File: src/rtl/dmx_pkg.sv
`default_nettype none
// ============================================================================
//  Module   : dmx_pkg
//  Purpose  : Shared types and constants for the DMX512 transmitter.
//             State enum, slot framing length, slot count limit and the
//             default start code.
//  Revision : 1.0 - initial release
// ============================================================================
package dmx_pkg;

    typedef enum logic [1:0] {
        IDLE  = 2'd0,
        BREAK = 2'd1,
        MAB   = 2'd2,
        SLOT  = 2'd3
    } dmx_state_t;

    // start bit + 8 data bits + 2 stop bits
    localparam int         DMX_SLOT_BITS  = 11;
    localparam int         DMX_MAX_SLOTS  = 512;
    localparam logic [7:0] DMX_START_CODE = 8'h00;

endpackage
`default_nettype wire

File: src/rtl/dmx_bit_timer.sv
`default_nettype none
// ============================================================================
//  Module   : dmx_bit_timer
//  Purpose  : DMX bit-period divider. Counts 0..CLKS_PER_BIT-1 and emits a
//             one-cycle bit_tick in the last cycle of every bit period.
//  Ports    : clk       - system clock
//             rst_n     - synchronous active-low reset
//             restart   - hold the divider at 0 (bit period restarts)
//             bit_tick  - high in the final cycle of a bit period
//  Revision : 1.0 - initial release
// ============================================================================
module dmx_bit_timer #(
    parameter int CLKS_PER_BIT = 48
) (
    input  logic clk,
    input  logic rst_n,
    input  logic restart,
    output logic bit_tick
);

    localparam int c_CNT_W = (CLKS_PER_BIT > 1) ? $clog2(CLKS_PER_BIT) : 1;
    localparam logic [c_CNT_W-1:0] c_LAST = c_CNT_W'(CLKS_PER_BIT - 1);

    logic [c_CNT_W-1:0] r_cnt;

    always_ff @(posedge clk) begin
        if (!rst_n) begin
            r_cnt <= '0;
        end else if (restart || (r_cnt == c_LAST)) begin
            r_cnt <= '0;
        end else begin
            r_cnt <= r_cnt + 1'b1;
        end
    end

    // Derived from the count only, so the FSM can use it to pick the next
    // state without forming a loop back through restart.
    assign bit_tick = (r_cnt == c_LAST);

endmodule
`default_nettype wire

File: src/rtl/dmx512_tx.sv
`default_nettype none
// ============================================================================
//  Module   : dmx512_tx
//  Purpose  : DMX512 frame transmitter. On a rising edge of frame_req_In it
//             sends BREAK, MAB, the start code slot and NUM_SLOTS data slots
//             fetched from an external slot buffer.
//  Ports    : clk_In         - system clock (12.09 MHz)
//             rst_n          - synchronous active-low reset
//             frame_req_In   - frame request level; rising edge starts a frame
//             rd_en_Out      - slot buffer read strobe (one cycle)
//             rd_addr_Out    - slot buffer address
//             rd_data_In     - slot buffer data, valid the cycle after rd_en
//             TX             - DMX serial line, idle/mark = 1
//             busy_Out       - high while a frame is in progress
//             frame_done_Out - one-cycle pulse after the final stop bit
//  Revision : 1.0 - initial release
// ============================================================================
module dmx512_tx
    import dmx_pkg::*;
#(
    parameter int         CLKS_PER_BIT = 48,
    parameter int         BREAK_BITS   = 25,
    parameter int         MAB_BITS     = 3,
    parameter int         NUM_SLOTS    = 512,
    parameter logic [7:0] START_CODE   = DMX_START_CODE
) (
    input  logic       clk_In,
    input  logic       rst_n,
    input  logic       frame_req_In,
    output logic       rd_en_Out,
    output logic [8:0] rd_addr_Out,
    input  logic [7:0] rd_data_In,
    output logic       TX,
    output logic       busy_Out,
    output logic       frame_done_Out
);

    localparam int c_BIT_MAX = (BREAK_BITS > DMX_SLOT_BITS) ? BREAK_BITS : DMX_SLOT_BITS;
    localparam int c_BIT_W   = $clog2(c_BIT_MAX);

    localparam logic [c_BIT_W-1:0] c_BREAK_LAST = c_BIT_W'(BREAK_BITS - 1);
    localparam logic [c_BIT_W-1:0] c_MAB_LAST   = c_BIT_W'(MAB_BITS - 1);
    localparam logic [c_BIT_W-1:0] c_DATA_FIRST = c_BIT_W'(1);
    localparam logic [c_BIT_W-1:0] c_DATA_LAST  = c_BIT_W'(8);
    localparam logic [c_BIT_W-1:0] c_SLOT_LAST  = c_BIT_W'(DMX_SLOT_BITS - 1);
    localparam logic [9:0]         c_LAST_SLOT  = 10'(NUM_SLOTS);
    localparam logic [7:0]         c_START      = START_CODE;

    dmx_state_t         r_state;
    dmx_state_t         w_state_next;
    logic [c_BIT_W-1:0] r_bit_cnt;
    logic [9:0]         r_slot_cnt;
    logic               r_req_prev;
    logic [7:0]         r_shift;
    logic               r_rd_en;
    logic               r_rd_en_d;
    logic [8:0]         r_rd_addr;
    logic               r_frame_done;

    logic       w_bit_tick;
    logic       w_req_rise;
    logic       w_break_done;
    logic       w_mab_done;
    logic       w_slot_end;
    logic       w_frame_end;
    logic       w_in_data;
    logic       w_fetch;
    logic [2:0] w_data_idx;
    logic       w_tx;
    logic       w_busy;

    // Only IDLE restarts the divider; every other state change lands on a
    // bit_tick, where the divider wraps to 0 by itself.
    dmx_bit_timer #(
        .CLKS_PER_BIT (CLKS_PER_BIT)
    ) u_bit_timer (
        .clk      (clk_In),
        .rst_n    (rst_n),
        .restart  (r_state == IDLE),
        .bit_tick (w_bit_tick)
    );

    assign w_req_rise   = frame_req_In & ~r_req_prev;
    assign w_break_done = (r_state == BREAK) && w_bit_tick && (r_bit_cnt == c_BREAK_LAST);
    assign w_mab_done   = (r_state == MAB)   && w_bit_tick && (r_bit_cnt == c_MAB_LAST);
    assign w_slot_end   = (r_state == SLOT)  && w_bit_tick && (r_bit_cnt == c_SLOT_LAST);
    assign w_frame_end  = w_slot_end && (r_slot_cnt == c_LAST_SLOT);
    assign w_in_data    = (r_bit_cnt >= c_DATA_FIRST) && (r_bit_cnt <= c_DATA_LAST);
    // bit 1..8 -> data index 0..7 (bit 8 wraps to 7 in three bits)
    assign w_data_idx   = r_bit_cnt[2:0] - 3'd1;

    // Fetch for slot 1 at MAB entry; fetch for slot s+1 (address s) at the
    // start of slot s's first stop bit. Slot 0 is the start code, so it
    // triggers no fetch, and the last slot has nothing after it.
    assign w_fetch = w_break_done ||
                     ((r_state == SLOT) && w_bit_tick && (r_bit_cnt == c_DATA_LAST) &&
                      (r_slot_cnt != 10'd0) && (r_slot_cnt < c_LAST_SLOT));

    // ---------------- FSM: state register ----------------
    always_ff @(posedge clk_In) begin
        if (!rst_n) begin
            r_state <= IDLE;
        end else begin
            r_state <= w_state_next;
        end
    end

    // ---------------- FSM: next state ----------------
    always_comb begin
        w_state_next = r_state;
        case (r_state)
            IDLE:    if (w_req_rise)   w_state_next = BREAK;
            BREAK:   if (w_break_done) w_state_next = MAB;
            MAB:     if (w_mab_done)   w_state_next = SLOT;
            SLOT:    if (w_frame_end)  w_state_next = IDLE;
            default: w_state_next = IDLE;
        endcase
    end

    // ---------------- FSM: outputs ----------------
    always_comb begin
        w_tx   = 1'b1;
        w_busy = 1'b0;
        case (r_state)
            BREAK: begin
                w_tx   = 1'b0;
                w_busy = 1'b1;
            end
            MAB: begin
                w_busy = 1'b1;
            end
            SLOT: begin
                w_busy = 1'b1;
                if (r_bit_cnt == '0) begin
                    w_tx = 1'b0;
                end else if (w_in_data) begin
                    w_tx = (r_slot_cnt == 10'd0) ? c_START[w_data_idx] : r_shift[0];
                end
            end
            default: begin
                w_tx   = 1'b1;
                w_busy = 1'b0;
            end
        endcase
    end

    // ---------------- counters, fetch and shift datapath ----------------
    always_ff @(posedge clk_In) begin
        if (!rst_n) begin
            r_req_prev   <= 1'b1;
            r_bit_cnt    <= '0;
            r_slot_cnt   <= '0;
            r_shift      <= '0;
            r_rd_en      <= 1'b0;
            r_rd_en_d    <= 1'b0;
            r_rd_addr    <= '0;
            r_frame_done <= 1'b0;
        end else begin
            r_req_prev   <= frame_req_In;
            r_rd_en      <= w_fetch;
            r_rd_en_d    <= r_rd_en;
            r_frame_done <= w_frame_end;

            if ((w_state_next != r_state) || w_slot_end) begin
                r_bit_cnt <= '0;
            end else if (w_bit_tick && (r_state != IDLE)) begin
                r_bit_cnt <= r_bit_cnt + 1'b1;
            end

            if (r_state != SLOT) begin
                r_slot_cnt <= '0;
            end else if (w_slot_end) begin
                r_slot_cnt <= r_slot_cnt + 10'd1;
            end

            if (w_fetch) begin
                r_rd_addr <= w_break_done ? 9'd0 : r_slot_cnt[8:0];
            end

            // Loads happen during MAB or stop bits, shifts only during data
            // bits of slots 1..N, so the two never collide.
            if (r_rd_en_d) begin
                r_shift <= rd_data_In;
            end else if ((r_state == SLOT) && w_bit_tick && w_in_data && (r_slot_cnt != 10'd0)) begin
                r_shift <= {1'b0, r_shift[7:1]};
            end
        end
    end

    assign TX             = w_tx;
    assign busy_Out       = w_busy;
    assign frame_done_Out = r_frame_done;
    assign rd_en_Out      = r_rd_en;
    assign rd_addr_Out    = r_rd_addr;

endmodule
`default_nettype wire

File: config.mk
export PLATFORM = sky130hd
export DESIGN_NAME = dmx512_tx
export DESIGN_NICKNAME = d
export VERILOG_FILES = /design/src/rtl/dmx_pkg.sv /design/src/rtl/dmx_bit_timer.sv /design/src/rtl/dmx512_tx.sv
export SDC_FILE = /design/constraint.sdc
export NUM_CORES = 1
export LEC_CHECK = 0
export BUFFER_PORTS_ARGS = -buffer_cell sky130_fd_sc_hd__buf_2
export CORE_MARGIN = 2
export CORE_UTILIZATION = 40
export CTS_BUF_LIST = sky130_fd_sc_hd__clkbuf_16
export DETAILED_ROUTE_END_ITERATION = 16
export PLACE_DENSITY_LB_ADDON = 0.15
export SETUP_SLACK_MARGIN = 0.3
export SLEW_MARGIN = 20
export SYNTH_ARGS = -nofsm -noshare
export SYNTH_HDL_FRONTEND = slang
export SYNTH_HIERARCHICAL = 1
export SYNTH_SLANG_ARGS = --single-unit
File: constraint.sdc
create_clock -name clk_In -period 2.44 [get_ports clk_In]
set_input_delay 0.488 -clock clk_In [delete_from_list [all_inputs] [get_ports clk_In]]
set_output_delay 0.488 -clock clk_In [all_outputs]
set_load 0.005 [all_outputs]
==> impl_results.md <==
- Final hold violation count: 0
- Final Cycle Share: 87.4%
- Cell area after synthesis: 2150 um2
- GP Congestion: 0.739
- Synth cell types: 49
- Cells after Synth: 246
- Critical Path Sink Type: output pin
- Num rows: 26
- Vias in the first global route: 1,650
- Core area: 5140 um2
- Leak: 0.923 nW
- Latest clock arrival within the worst-skew pair: 0.28 ns
- Die Height: 77.4 um
- H-Tree Level Count: 2
- Async S/R FF share, synth: 0%
- Routed vias/inst: 5.32
- Via count: 1,813
- Pwr dens: 542 nW/um2
- Area Growth Syn to Fin: 17.8%
- Ratio of cells with drive above 1 in the final layout: 25.5%
- F_max: 469 MHz
- Yosys warning total: 6
- Power Total: 1.38 mW
- Diodes inserted: 0
- Largest stage delay on the critical path: 0.38 ns
- Clock Tree Root: clkbuf_16
- Worst IR drop on VDD: 0.000352 V
- Post-DP Area: 2280 um2
- Dpl hpwl: 3220 um
- Final min period: 2.13 ns
- Total CTS buffers: 5
- Final ANT Viol Nets: 0
- Die area: 5980 um2
- I/O pins: 24
- Status: complete, no violations
- Wire length on met3: 185 um
- Initial Util: 41.9%
- Startpoint types: register
- Crit Path Max Fanout: 6
- WL/cell: 13.8 um
- Syn nets: 264
- Port bufs: 23
- DRC viols: 0
- Prevailing post-synth register cell: dfxtp_1
- Largest net degree at the start of global routing: 17
- Post-synthesis register bit count: 44
- Final wirelength: 4690 um
- Fill cell count: 519
- Met1 WL: 2270 um
- Design Area, Final: 2540 um2
- Final Max Slew Viols: 0
- CP arrival: 1.65 ns
- Hold WC Path Type: primary input to register
- CTS sink cnt: 44
- Die Span X: 77.4 um
- # setup viols final: 0
- Final net count: 289
- Rel. slew slack: 66.8%
- Layout Skew: 0.00283 ns
- Setup ws final: 0.306 ns
- Deepest clock path buffer count: 2
- CP cell instances: inv_2 > ha_4 > nand2b_4 > a221o_2 > a21oi_2 > o21ai_1 > buf_2
- Gr usage total: 16.3%
- Worst-Margin Slew: 0.498 ns
- Setup CP Type: register to output pin
- EDFF count, synth: 0
- CP Data Required Time: 1.95 ns
- RSZ-0062 raised after global routing: yes
- Setup TNS: 0 ns
- Drt pass-1 iters: 4
- Avg Cell Area, Syn: 8.75 um2
- Top Metal Used: met4
- CTS hold repair buffers: 0
- Max-Cap Viols: 0
- Clock Pin Slew Worst Setup and Hold Paths: 0.06 ns
- Pre-CTS setup slack: 0.260 ns
- Slowest-stage cell, CP: a221o_2
- First-pass GRT wire length: 7940 um
- CTS tree: yes
- Register area share after synthesis: 40.9%
- Initial DRC Count: 119
- Total gr overflow: 0
- WL met2: 2190 um
- Initial antenna violation count: 0
area by class of cell:
type                    instances  area, um2  area share (%)
clock buffers                   5        125            4.93
clock inverters                 2       8.76           0.345
inverters                      11       43.8            1.73
multi-input cells             178       1210            47.6
flip-flops and latches         44        890            35.1
well taps                      70       87.6            3.45
repair buffers                 31        175            6.91
metal layers:
metal | global-route usage, % | up-vias
met3 | 3.14 | 6
met4 | 5.36 | 0
met1 | 22.5 | 841
li1 | - | 938
met5 | 0 | -
met2 | 25.7 | 28
cell usage in the layout, fill, tap and decap left out, types with 8 or more instances in the layout:
cell type and count:
nor4_1 9, buf_4 8, inv_1 8, dfxtp_1 41, nand2_1 18, buf_2 23, a21oi_1 19, xor2_1 9
nor2_1 22, o21ai_0 16
worst max-delay path: cells and delay by family (launching register included):
kind            cells  cell delay (ns)
compound gates      3             0.58
fa+ha+maj           1             0.15
buf+inv             2             0.22
flops               1             0.37
simple gates        1             0.05
kinds of logic after synthesis:
family	after synthesis	synth area share [%]
and+or+nand+nor	96	24.7
AOI/OAI and AO/OA	63	19.7
DFF	44	40.9
buffers and inverters	24	5.70
xor gates and xnor gates	11	4.48
adders and majority gates	7	4.07
muxes	1	0.465
repair_timing:
item                       in CTS  in global routing
setup endpoints to repair       9                 24
setup buffers                   2                  5
resized for setup              10                 13
pin swaps                       1                  7
path summary, 6_finish.rpt:
| path | slack, ns | to | startpoint | cells after the start |
|---|---|---|---|---|
| setup / recovery | 0.31 | TX | r_bit_cnt[0]$_SDFFE_PP0P_ | 7 |
| hold / removal | 0.40 | r_req_prev$_SDFF_PN1_ | frame_req_In | 2 |
| setup reg to reg | 0.45 | r_slot_cnt[7]$_SDFFE_PP0P_ | u_bit_timer/r_cnt[1]$_SDFF_PP0_ | 7 |
| hold reg to reg | 0.43 | u_bit_timer/r_cnt[0]$_SDFF_PP0_ | u_bit_timer/r_cnt[0]$_SDFF_PP0_ | 1 |
synth_stat cells, drive strengths merged (2+ instances only):
library cell | instances | share of area, %
clkbuf | 6 | 1.0
and3 | 3 | 0.87
a211oi | 7 | 4.1
nand3 | 10 | 2.8
o31ai | 2 | 0.70
ha | 7 | 4.1
dfxtp | 44 | 41
and2 | 3 | 0.87
buf | 7 | 2.7
a21oi | 21 | 5.1
nand2 | 18 | 3.1
or2 | 4 | 1.2
nand2b | 2 | 0.93
nand4 | 7 | 2.0
and2b | 2 | 0.70
o211ai | 7 | 2.4
inv | 10 | 1.7
o21ai | 18 | 4.4
xor2 | 9 | 3.7
nor2 | 23 | 4.0
o21a | 2 | 0.70
nor4 | 10 | 3.2
or3 | 5 | 1.5
xnor2 | 2 | 0.81
stage by stage:
| stage | std cells | hold WS (ns) | utilization [%] |
|---|---|---|---|
| 3_3_place_gp | 327 | 0.439 | 44.4 |
| 3_5_place_dp | 327 | 0.444 | 44.4 |
| 2_1_floorplan | 246 | 0.429 | - |
| 4_1_cts | 336 | 0.400 | 48.0 |
| 6_report | 341 | 0.399 | 49.3 |
| 5_1_grt | 341 | 0.434 | 49.3 |
power breakdown:
| group | switching [mW] | internal, mW | total [mW] |
|---|---|---|---|
| logic | 0.0177 | 0.0130 | 0.0307 |
| clock network | 0.255 | 0.368 | 0.623 |
| registers | 0.00298 | 0.719 | 0.722 |
flip-flops by register name, indices dropped and copies added, names as in the netlist:
signal,flops
frame_done_Out,1
r_bit_cnt,5
r_rd_en_d,1
r_req_prev,1
r_shift,8
r_slot_cnt,10
r_state,2
rd_addr_Out,9
rd_en_Out,1
u_bit_timer/r_cnt,6
No activity file was read; power rests on OpenSTA's default activity.
